### config.mk
export PLATFORM = sky130hd
export DESIGN_NAME = pipe_reg_chain
export DESIGN_NICKNAME = d
export VERILOG_FILES = /design/src/rtl/pipe_reg_pkg.sv /design/src/rtl/pipe_reg_stage.sv /design/src/rtl/pipe_reg_chain.sv
export SDC_FILE = /design/constraint.sdc
export NUM_CORES = 1
export LEC_CHECK = 0
export CAP_MARGIN = 25
export CORE_AREA = 2 2 48 50
export DETAILED_ROUTE_END_ITERATION = 8
export DIE_AREA = 0 0 50 52
export GPL_TIMING_DRIVEN = 0
export PLACE_DENSITY = 0.85
export SLEW_MARGIN = 20
export SYNTH_ARGS = -nofsm -noshare
export SYNTH_HDL_FRONTEND = slang
export SYNTH_SLANG_ARGS = --single-unit
### constraint.sdc
create_clock -name clk -period 2.63 [get_ports clk]
set_input_delay 0.526 -clock clk [delete_from_list [all_inputs] [get_ports clk]]
set_output_delay 0.526 -clock clk [all_outputs]
set_load 0.05 [all_outputs]
### src/rtl/pipe_reg_pkg.sv
`default_nettype none
// ============================================================================
// pipe_reg_pkg : shared defaults and occupancy-width helper for pipe_reg_chain
// Rev 1.0
// ============================================================================
package pipe_reg_pkg;

    localparam int DEFAULT_WIDTH = 10;
    localparam int DEFAULT_DEPTH = 2;

    function automatic int occ_width(input int depth);
        return (depth < 1) ? 1 : $clog2(depth + 1);
    endfunction

endpackage
`default_nettype wire

### src/rtl/pipe_reg_stage.sv
`default_nettype none
// ============================================================================
// pipe_reg_stage : one valid bit plus an enable-loaded payload register
// Rev 1.0
// ============================================================================
module pipe_reg_stage #(
    parameter int WIDTH = 10
) (
    input  logic             clk,
    input  logic             rst,
    input  logic             i_flush,
    input  logic             i_cap,
    input  logic             i_valid,
    input  logic [WIDTH-1:0] i_data,
    output logic             o_valid,
    output logic [WIDTH-1:0] o_data
);

    logic             r_valid;
    logic [WIDTH-1:0] r_data;

    // Payload only loads with a live source, so bubbles and stalls never toggle it.
    always_ff @(posedge clk or posedge rst) begin
        if (rst) begin
            r_valid <= 1'b0;
            r_data  <= '0;
        end else if (i_flush) begin
            r_valid <= 1'b0;
        end else if (i_cap) begin
            r_valid <= i_valid;
            if (i_valid) begin
                r_data <= i_data;
            end
        end
    end

    assign o_valid = r_valid;
    assign o_data  = r_data;

endmodule
`default_nettype wire

### src/rtl/pipe_reg_chain.sv
`default_nettype none
// ============================================================================
// pipe_reg_chain : DEPTH-stage valid/ready register chain with bubble collapse
// Rev 1.0
// ============================================================================
module pipe_reg_chain
    import pipe_reg_pkg::*;
#(
    parameter int WIDTH = DEFAULT_WIDTH,
    parameter int DEPTH = DEFAULT_DEPTH
) (
    input  logic                           clk,
    input  logic                           reset,
    input  logic                           flush,
    input  logic                           in_valid,
    output logic                           in_ready,
    input  logic [WIDTH-1:0]               in_data,
    output logic                           out_valid,
    input  logic                           out_ready,
    output logic [WIDTH-1:0]               out_data,
    output logic [occ_width(DEPTH)-1:0]    occupancy
);

    localparam int OW = occ_width(DEPTH);

    logic [DEPTH-1:0] w_valid;
    logic [DEPTH-1:0] w_adv;
    logic [DEPTH-1:0] w_cap;
    logic [WIDTH-1:0] w_data [DEPTH];
    logic             w_out_go;
    logic             w_in_go;
    logic [OW-1:0]    w_occ;

    assign w_out_go = out_ready & ~flush;

    // A stage advances when it is valid and either some stage downstream of it
    // is empty (the chain can shuffle forward) or the whole tail is full and
    // the output side is draining.
    always_comb begin
        w_adv = '0;
        for (int i = 0; i < DEPTH; i++) begin
            logic w_tail_full;
            w_tail_full = 1'b1;
            for (int j = i + 1; j < DEPTH; j++) begin
                w_tail_full = w_tail_full & w_valid[j];
            end
            w_adv[i] = w_valid[i] & (~w_tail_full | w_out_go);
        end
    end

    assign w_cap    = ~w_valid | w_adv;
    assign in_ready = w_cap[0] & ~flush & ~reset;
    assign w_in_go  = in_valid & in_ready;

    generate
        for (genvar g = 0; g < DEPTH; g++) begin : g_stage
            logic             w_src_valid;
            logic [WIDTH-1:0] w_src_data;

            if (g == 0) begin : g_first
                assign w_src_valid = w_in_go;
                assign w_src_data  = in_data;
            end else begin : g_rest
                assign w_src_valid = w_valid[g-1];
                assign w_src_data  = w_data[g-1];
            end

            pipe_reg_stage #(
                .WIDTH (WIDTH)
            ) u_stage (
                .clk     (clk),
                .rst     (reset),
                .i_flush (flush),
                .i_cap   (w_cap[g]),
                .i_valid (w_src_valid),
                .i_data  (w_src_data),
                .o_valid (w_valid[g]),
                .o_data  (w_data[g])
            );
        end
    endgenerate

    always_comb begin
        w_occ = '0;
        for (int i = 0; i < DEPTH; i++) begin
            w_occ = w_occ + OW'(w_valid[i]);
        end
    end

    assign occupancy = w_occ;
    assign out_valid = w_valid[DEPTH-1] & ~flush;
    assign out_data  = w_data[DEPTH-1];

endmodule
`default_nettype wire
# Word level (Yosys, flattened, before mapping)
# Index checks and enable logic that the tools add are counted.
[word_totals]
word_cells = 26
output_inout_bits = 14
input_bits = 15
regBits = 22
[op_classes]
n_bitwise = 13
add_sub_neg = 1
n_mux = 4
reduce_logical = 4
[ops]
columns = ["operator", "n"]
rows = [
  ["$and 1x1->1", 7],
  ["$reduce_and 3->1", 2],
  ["$mux 1", 4],
  ["$reduce_bool 2->1", 2],
  ["$not 1->1", 3],
  ["$add 1x1->2", 1],
  ["$not 2->2", 1],
  ["$or 2x2->2", 1],
  ["$or 1x1->1", 1],
]

# Depth between registers and ports, before layout
# Gate-level depths: netlist (run 1).
[logic_depth]
depth_word = 10
ltp_mapped = 4

# Cells and area by module
# From an unflattened synthesis (run 1), not the netlist that was laid out.
[unflattened]
hier_cells = 60
hier_area_um2 = 985.9
[by_module_without_submodules]
columns = ["module", "seq_area_each_um2", "instances", "cells_each", "area_per_inst_um2"]
rows = [
  ["pipe_reg_stage", 275.3, 2, 26, 461.7],
  ["pipe_reg_chain", 0.0, 1, 8, 62.6],
]

# Worst setup path before layout (run 1)
# No wires, ideal clock.
[synth_path]
path_type = "input-to-output"
from = "input port flush"
to = "output port out_valid"
cell_stages = 1
arrival_ps = 1215
path_buffers = 0
required_time_ps = 2104
setup_slack_ps = 889
cell_sequence = "nor2b_1"
[synth_via]
elab_chain_len = 2
[synth_lines]
columns = ["element", "line", "text"]
rows = [
  ["start: declaration", "pipe_reg_chain.sv:14", "input logic flush,"],
  ["$not 1->1 (no source line)", "n/a", ""],
  ["$and 1x1->1", "pipe_reg_chain.sv:91", "assign out_valid = w_valid[DEPTH-1] & ~flush;"],
  ["end: declaration", "pipe_reg_chain.sv:18", "output logic out_valid,"],
]
# No other way between the ends.

# Final worst setup path (run 1)
# Ends and elaborated chain as after synthesis.

==> results of run 1 <==
[worst max path at each step]
stage,from,endpoint,slack [ns],cells after the start
4_1_cts,flush,out_valid,0.15,3
2_1_floorplan,flush,out_valid,0.89,1
3_3_place_gp,out_ready,in_ready,-0.02,4
3_5_place_dp,out_ready,in_ready,-0.06,4
5_1_grt,flush,out_valid,0.06,3
6_report,flush,out_valid,0.15,3
[power by group through the flow]
stage          clock (W)  combinational, W  sequential, W
2_1_floorplan          0          0.000130       0.000659
5_1_grt         0.000205          0.000489       0.000482
6_report        0.000182          0.000470       0.000470
4_1_cts         0.000192          0.000475       0.000470
3_3_place_gp           0          0.000469       0.000469
3_5_place_dp           0          0.000475       0.000477
[critical path, cell delays in order]
cell             delay, ns
clkdlybuf4s50_1       0.47
nor2b_1               0.14
clkdlybuf4s50_1       0.81
[state kept, by name, indices dropped and copies added, names as in the netlist]
signal,count
g_stage.u_stage.o_data,20
g_stage.u_stage.o_valid,2
[final cells by class]
type                    instances  area [um^2]
well taps                      28         35.0
multi-input cells              31          339
repair buffers                 28          279
inverters                       1         3.75
plain buffers                   2         16.3
flip-flops and latches         22          551
clock buffers                   4         36.3
fillers                       160          846
[cell families (layout without fill, tap and decap cells)]
group	after synthesis	after routing	share of synthesized area, %
AOI/OAI and AO/OA	1	1	0.550
buffers and inverters	3	35	2.20
DFF	22	22	60.5
adders and majority gates	1	1	1.38
muxes	20	20	28.9
and+or+nand+nor	9	9	6.47
[layout by cell type, fill, tap and decap left out]
cell type,instances
clkdlybuf4s50_1,27
dfrtp_1,22
mux2_2,10
mux2_4,10
nor2_1,3
clkbuf_4,3
nand3b_1,1
nand3_1,1
buf_2,1
nor2b_4,1
or3b_1,1
buf_6,1
and2_1,1
nor2b_1,1
inv_1,1
o21ai_0,1
ha_1,1
clkbuf_8,1
dlygate4sd2_1,1
[metal layers]
metal	up-vias	wire length (um)
li1	255	-
met1	279	716
met2	24	796
met3	6	71
met4	0	61
met5	-	0
[stage by stage]
stage	setup TNS [ns]	utilization (%)	instances	power [W]	area, um^2
finish	0	59.8	116	0.00112	1260
global route	0	59.8	116	0.00118	1260
CTS	0	59.8	116	0.00114	1260
detailed placement	-0.0605	58.2	112	0.000952	1220
global placement	-0.0236	58.2	112	0.000938	1220
floorplan	0	-	56	0.000789	910
[Yosys cell counts (all sizes together)]
master	count
and2	1
buf	2
dfrtp	22
ha	1
inv	1
mux2	20
nand3	1
nand3b	1
nor2	3
nor2b	2
o21ai	1
or3b	1
==> out/summary.md, run 1 <==
The flow ran to the end, and the final reports show no timing, DRC or antenna violations. Of the total power, the share spent switching nets is 36.5%. The tools report the met1 routing resource usage after global routing as 17.7%. The count of distinct cell types in the synthesized netlist is 15, and the insertion delay to the later sink of the worst-skew pair is 0.30 ns.

The global routing stage identified its most utilized layer as met2. The mean cell area of the mapped netlist is 16.2 um^2. Across the run, the number of max-cap violations was 0. The average wire length per cell after detail routing is 14.2 um, and the final weighted congestion in routability-driven placement is 0.851. The first global-routing pass estimated 2790 um of wire. During I/O placement, the number of pins put on the boundary was 29. The final count of pins violating max slew was 0.

Setup repair after global routing left no endpoint under its margin. The logs give 2 for the maximum clock insertion buffer count and 1.12 ns for the setup slack of the worst register-to-register path. The post-CTS clock slew at the launch and capture registers of the worst setup and hold paths works out to 0.12 ns. The run gives 1 as the post-cts gate resize count. After synthesis the netlist holds a flip-flop and latch count of 22. The worst hold path belongs to the class reg -> reg. The routed design could run at a clock period as short as 2.48 ns.

For the total of warnings raised by yosys, the log shows 0. In the global route stage, met3 resource usage came out at 2.30%. The die covers 0.00260 mm^2. The final layout contains routed wiring with a total length of 1650 um. At the end of the flow, the number of nets in the layout was 105.

The run gives 910 um^2 as the mapped cell area. Number of buffers inserted by hold repair at cts: 0. Of the total power, the clock network draws 16.2%. The total leakage power came out at 0.579 nW.

The kind of capture point of the worst setup path was an output port. The run gives 72 as the number of nets produced by synthesis. The total CTS buffers came out at 3.

Once detailed placement completed, the half-perimeter wirelength came to 1220 um. The logs give 0 for the final hold violation count and 1.95 ns for the data arrival time of the critical path. The run gives 1 as the H-tree depth. By area the synthesized netlist is led by dfrtp_1 (61%), mux2_4 (17%), mux2_2 (12%). In this run the power spent charging and discharging nets is 0.000410 W. Timing analysis after detailed placement gives a worst setup slack of -0.0605 ns.

The count of inserted antenna diode cells came out at 0. The endpoint of the most critical register-to-register path was g_stage[1].u_stage.o_data[1]. Setup violations remaining at the end of the flow were counted as 0. The number of input and output port buffers inserted is 28, and the slew at the pin with the worst max-slew slack is 0.834 ns. The number of vias per cell was 4.86. CTS placed an instance of clkbuf_4 at the clock tree root.

After detailed routing, the number of remaining DRC violations is 0. For the worst setup path, the data required time is 2.10 ns. The height of the die came out at 52 um.

The power per cell area is 891 mW/mm^2. The logs give 15.0% for the overall fraction of global-route tracks in use and 0.515 ns for the worst hold slack. The floorplan step defined a core boundary enclosing 0.00211 mm^2. The detail route stage leaves a number of antenna-violating nets equal to 0. The kind of launch point of the worst setup path was a primary input. The internal power of the cells totals 0.000713 W. The logs give 23.9% for the met2 usage and 0.00457 ns for the setup skew after layout.

Measured against its own limit, the worst slew margin works out to 44.3%. The maximum vdd ir drop is 383 uV, and the share of the yosys chip area belonging to registers is 60.5%. For the maximum frequency from static timing analysis, the log shows 0.404 GHz.

The worst hold endpoint was g_stage[1].u_stage.o_data[0]. The number of cells on the worst reg-to-reg path is 4, and the ratio of cells with drive above 1 in the final layout is 30.7%. Post-CTS timing repair inserted 0 buffers for setup.

The tools report the startpoint of the lowest-slack register-to-register path as g_stage[1].u_stage.o_valid. The logs give 0.153 ns for the worst path setup slack after routing and 41.9% for the part of the total power dissipated in combinational logic. The final period utilization came out at 94.2%. In this run the worst path has a maximum fanout of 5. The via total after detailed routing came out at 564. The initial antenna violation count is 0. In this run the core area contains 17 standard-cell rows. The number of cells on the worst hold path is 1. The largest area contributor in the netlist is dfrtp_1. The number of global-route vias before repair was 611; the starting utilization of the core area was 43.2%. The number of search-and-repair iterations in the first detailed-routing pass is 4. TritonCTS built the clock tree. For the pin count of the biggest net entering global routing, the log shows 23. In this run the most critical hold path is launched from g_stage[0].u_stage.o_data[0].

The total grt overflow was 0; the cell count after synthesis was 56. Of the total power, registers draw 41.9%. The setup path with the least slack is of type in -> out.

The DRC violation total after the first TritonRoute iteration was 1. Area growth from synthesis to layout: 38.5%. The share of the synthesized area in the top cell type is 60.5%, and the clock sink count is 22.

In this run the horizontal extent of the chip is 50 um.
Power figures use the tool's default switching activity.
==> run 2: changes to the inputs <==
CORE_AREA = 2 2 50 52   (was 2 2 48 50)
DIE_AREA = 0 0 52 54   (was 0 0 50 52)
GPL_ROUTABILITY_DRIVEN = 1   (was not set)
PLACE_DENSITY = 0.83   (was 0.85)
RECOVER_POWER = 100   (was not set)
SYNTH_HIERARCHICAL = 1   (was not set)
==> out/summary.md, run 2 <==
The flow ran to the end, and the final reports show no timing, DRC or antenna violations. Final period utilization: 96.5% (+2.3 points). The worst setup path is captured at an output port.

The tools report the insertion delay to the later sink of the worst-skew pair as 0.30 ns (about the same). The average wire length per cell after detail routing was 14.0 um (-1.6%); the compound-cell area share of the yosys netlist was 0% (-0.55 points). The total CTS buffers is 3 (unchanged). The tools report the I/O pin count as 29 (unchanged).

The number of input and output port buffers inserted works out to 28 (unchanged). The horizontal extent of the die works out to 52 um (+4.0%). The number of nets in the finished design is 109 (+3.8%). The placeable core area came out at 0.00232 mm^2 (+10%). The post-CTS setup repair buffer count was 0 (unchanged); the final weighted congestion in routability-driven placement was 0.653 (-23%). The tools report the number of placement rows as 18 (+1). The dominant combinational cell family by area after synthesis is multiplexers.

The total grt overflow came out at 0 (unchanged). Async set-reset flop share out of synthesis: 100% (unchanged). The mapped cell area is 986 um^2 (+8.4%). For the number of buffers inserted by hold repair at cts, the log shows 0 (unchanged). Share of the synthesized area in the top cell type: 55.8% (-4.7 points). The number of synthesized flops with an enable pin was 0 (unchanged). Final count of pins violating max slew: 0 (unchanged).

The cell count after synthesis was 60 (+7.1%); the clock sink count was 22 (unchanged). Among all flip-flop cells after synthesis, the most frequent one is dfrtp_1. The top cell types in the final layout, fill and taps aside, are dfrtp_1 (22), mux2_1 (17), dlygate4sd3_1 (14), clkdlybuf4s50_1 (13). The final hold violation count was 0 (unchanged). The count of placed standard cells including taps is 118 (+5.4%), and the number of search-and-repair iterations in the first detailed-routing pass is 1 (-3). The run gives 15 (unchanged) as the count of distinct cell types in the synthesized netlist. Most common library cell in the layout ignoring fill and taps: dfrtp_1.

The overall fraction of global-route tracks in use is 14.1% (-0.88 points), and the maximum clock insertion buffer count is 2 (unchanged). Number of nets produced by synthesis: 76 (+5.6%). The time the worst path needs with I/O delays and setup was 2.54 ns (+0.0596 ns).

For the pin count of the biggest net entering global routing, the log shows 14 (-39%). The tools report the maximum vdd ir drop as 442 uV (+16%). Total leakage power: 0.609 nW (+5.3%). By area the synthesized netlist is led by dfrtp_1 (56%), mux2_4 (30%), buf_6 (2.3%). The count of antenna-violating nets left after detailed routing came out at 0 (unchanged).

Of all cell types, the one taking the most synthesized area is dfrtp_1. Post-cts gate resize count: 1 (unchanged). The number of filler instances in the final layout is 207 (+29%), and the height of the die is 54 um (+3.8%). The logs give 0.00127 mm^2 (+0.79%) for the cell area after layout and 55.8% (-4.7 points) for the share of the yosys chip area belonging to registers.

The tools report the kind of launch point of the worst setup path as a primary input. For the final design utilization, the log shows 54.7% (-5.1 points). Placed instance area: 0.00130 mm^2 (+6.4%). The max-slew headroom at the worst pin came out at 56.7% (+12 points). The slew at the pin with the worst max-slew slack works out to 0.650 ns (-0.185 ns).

The tools report the DRC violation total after the first TritonRoute iteration as 0 (-1). The clock root buffer is clkbuf_4. The logs give 122 (+5.2%) for the final non-filler cell total and 0 (unchanged) for the initial antenna violation count.

The routed wire length is 1700 um (+3.5%), and the post-CTS clock slew at the launch and capture registers of the worst setup and hold paths is 0.12 ns (about the same). The number of vias per cell was 4.80 (-1.2%); the area growth from synthesis to layout was 28.8%. The ratio of cells with drive above 1 in the final layout came out at 7.61% (-23 points).

The worst hold-check path type was reg -> reg. For the number of failing setup endpoints in the final timing report, the log shows 0 (unchanged). The critical path in this run is classified as in -> out. The starting utilization of the core area was 42.5% (-0.69 points); the total of flip-flops plus latches after synthesis was 22 (unchanged).

The power per cell area is 863 mW/mm^2 (-3.2%). Setup repair after global routing left no endpoint under its margin. Most frequently used cell type in the post-synthesis netlist: dfrtp_1. The run gives 0 (unchanged) as the number of maximum-capacitance constraint violations. The H-tree depth is 1 (unchanged), and the fraction of synthesized cell area in xor and xnor cells is 0% (unchanged). The critical path data required time was 2.10 ns (about the same). The post-detailed-route DRC marker count was 0 (unchanged); the setup slack of the worst register-to-register path was 0.68 ns (-0.44 ns). The multiplexer area fraction after synthesis works out to 32.5% (+3.6 points). After synthesis, the most frequently instantiated cells are dfrtp_1 (22), mux2_4 (20).

The mean cell area of the mapped netlist is 16.4 um^2 (+1.2%), and the HPWL reported at the end of detailed placement is 1340 um (+9.6%). The maximum fanout encountered on the critical timing path was 8 (+3); the worst hold slack was 0.500 ns (-0.0150 ns). TritonCTS built the clock tree. The number of global-route vias before repair was 600 (-1.8%); the first-pass GRT wire length was 2840 um (+1.7%).

The number of flip-flops under the largest register name is 20 (unchanged). The logs give 0 (unchanged) for the count of inserted antenna diode cells and 0.394 GHz (-2.3%) for the maximum frequency from static timing analysis. The tools report the via total after detailed routing as 586 (+3.9%). The logs give 2.01 ns (+0.06 ns) for the data arrival time of the critical path and 0.00299 ns (-0.00157 ns) for the setup skew after layout. The area share of and/or/nand/nor cells after synthesis is 7.36% (+0.90 points), and the floorplan die area is 0.00281 mm^2 (+8.0%). Area share of fa/ha/maj cells after synthesis: 1.27% (-0.11 points).

Total of warnings raised by yosys: 6 (+6).
-- run 2: logic make-up after synthesis --
family | count (synthesis)
mux | 22
flops | 22
simple gates | 11
buf+inv | 4
fa+ha+maj | 1
-- run 2: path summary, 6_finish.rpt --
path	from	depth (start not counted)	endpoint
setup / recovery	flush	3	out_valid
hold / removal	g_stage[1].u_stage/o_data[8]	1	g_stage[1].u_stage/o_data[8]
setup reg to reg	g_stage[1].u_stage/o_valid	5	g_stage[0].u_stage/o_data[3]
hold reg to reg	g_stage[1].u_stage/o_data[8]	1	g_stage[1].u_stage/o_data[8]
max in group asynchronous	reset	2	g_stage[0].u_stage/o_valid
min in group asynchronous	reset	2	g_stage[1].u_stage/o_data[0]
-- run 2: per-layer routing --
metal	GRT usage, %	share of wire, %
met5	0	0
met1	16.3	39
met3	2.78	3.2
met4	6.58	1.1
met2	25.1	56
-- run 2: through the flow --
step	setup WS (ns)	TNS, ns	total power (W)
floorplan	0.351	0	0.000784
global placement	-0.0394	-0.0394	0.000923
detailed placement	-0.0536	-0.0536	0.000939
CTS	0.0837	0	0.00119
global route	0.0651	0	0.00115
finish	0.0932	0	0.00110
-- run 2: layout make-up --
cell class / count / area [um^2] / area share [%]
flip-flops and latches: 22 / 551 / 43.3
clock buffers: 3 / 22.5 / 1.77
well taps: 30 / 37.5 / 2.96
clock inverters: 1 / 30.0 / 2.36
multi-input cells: 34 / 335 / 26.4
inverters: 2 / 7.51 / 0.591
repair buffers: 28 / 279 / 22.0
plain buffers: 2 / 7.51 / 0.591
-- run 2: critical path: stages --
cell             delay [ns]
clkdlybuf4s50_1        0.52
nor2b_1                0.15
clkdlybuf4s50_1        0.81
-- run 2: power breakdown --
group | switching [W] | leakage [nW] | internal (W)
sequential | 0.0000412 | 0.274 | 0.000421
combinational | 0.000241 | 0.307 | 0.000138
clock | 0.000100 | 0.0279 | 0.000154
total | 0.000383 | 0.609 | 0.000712
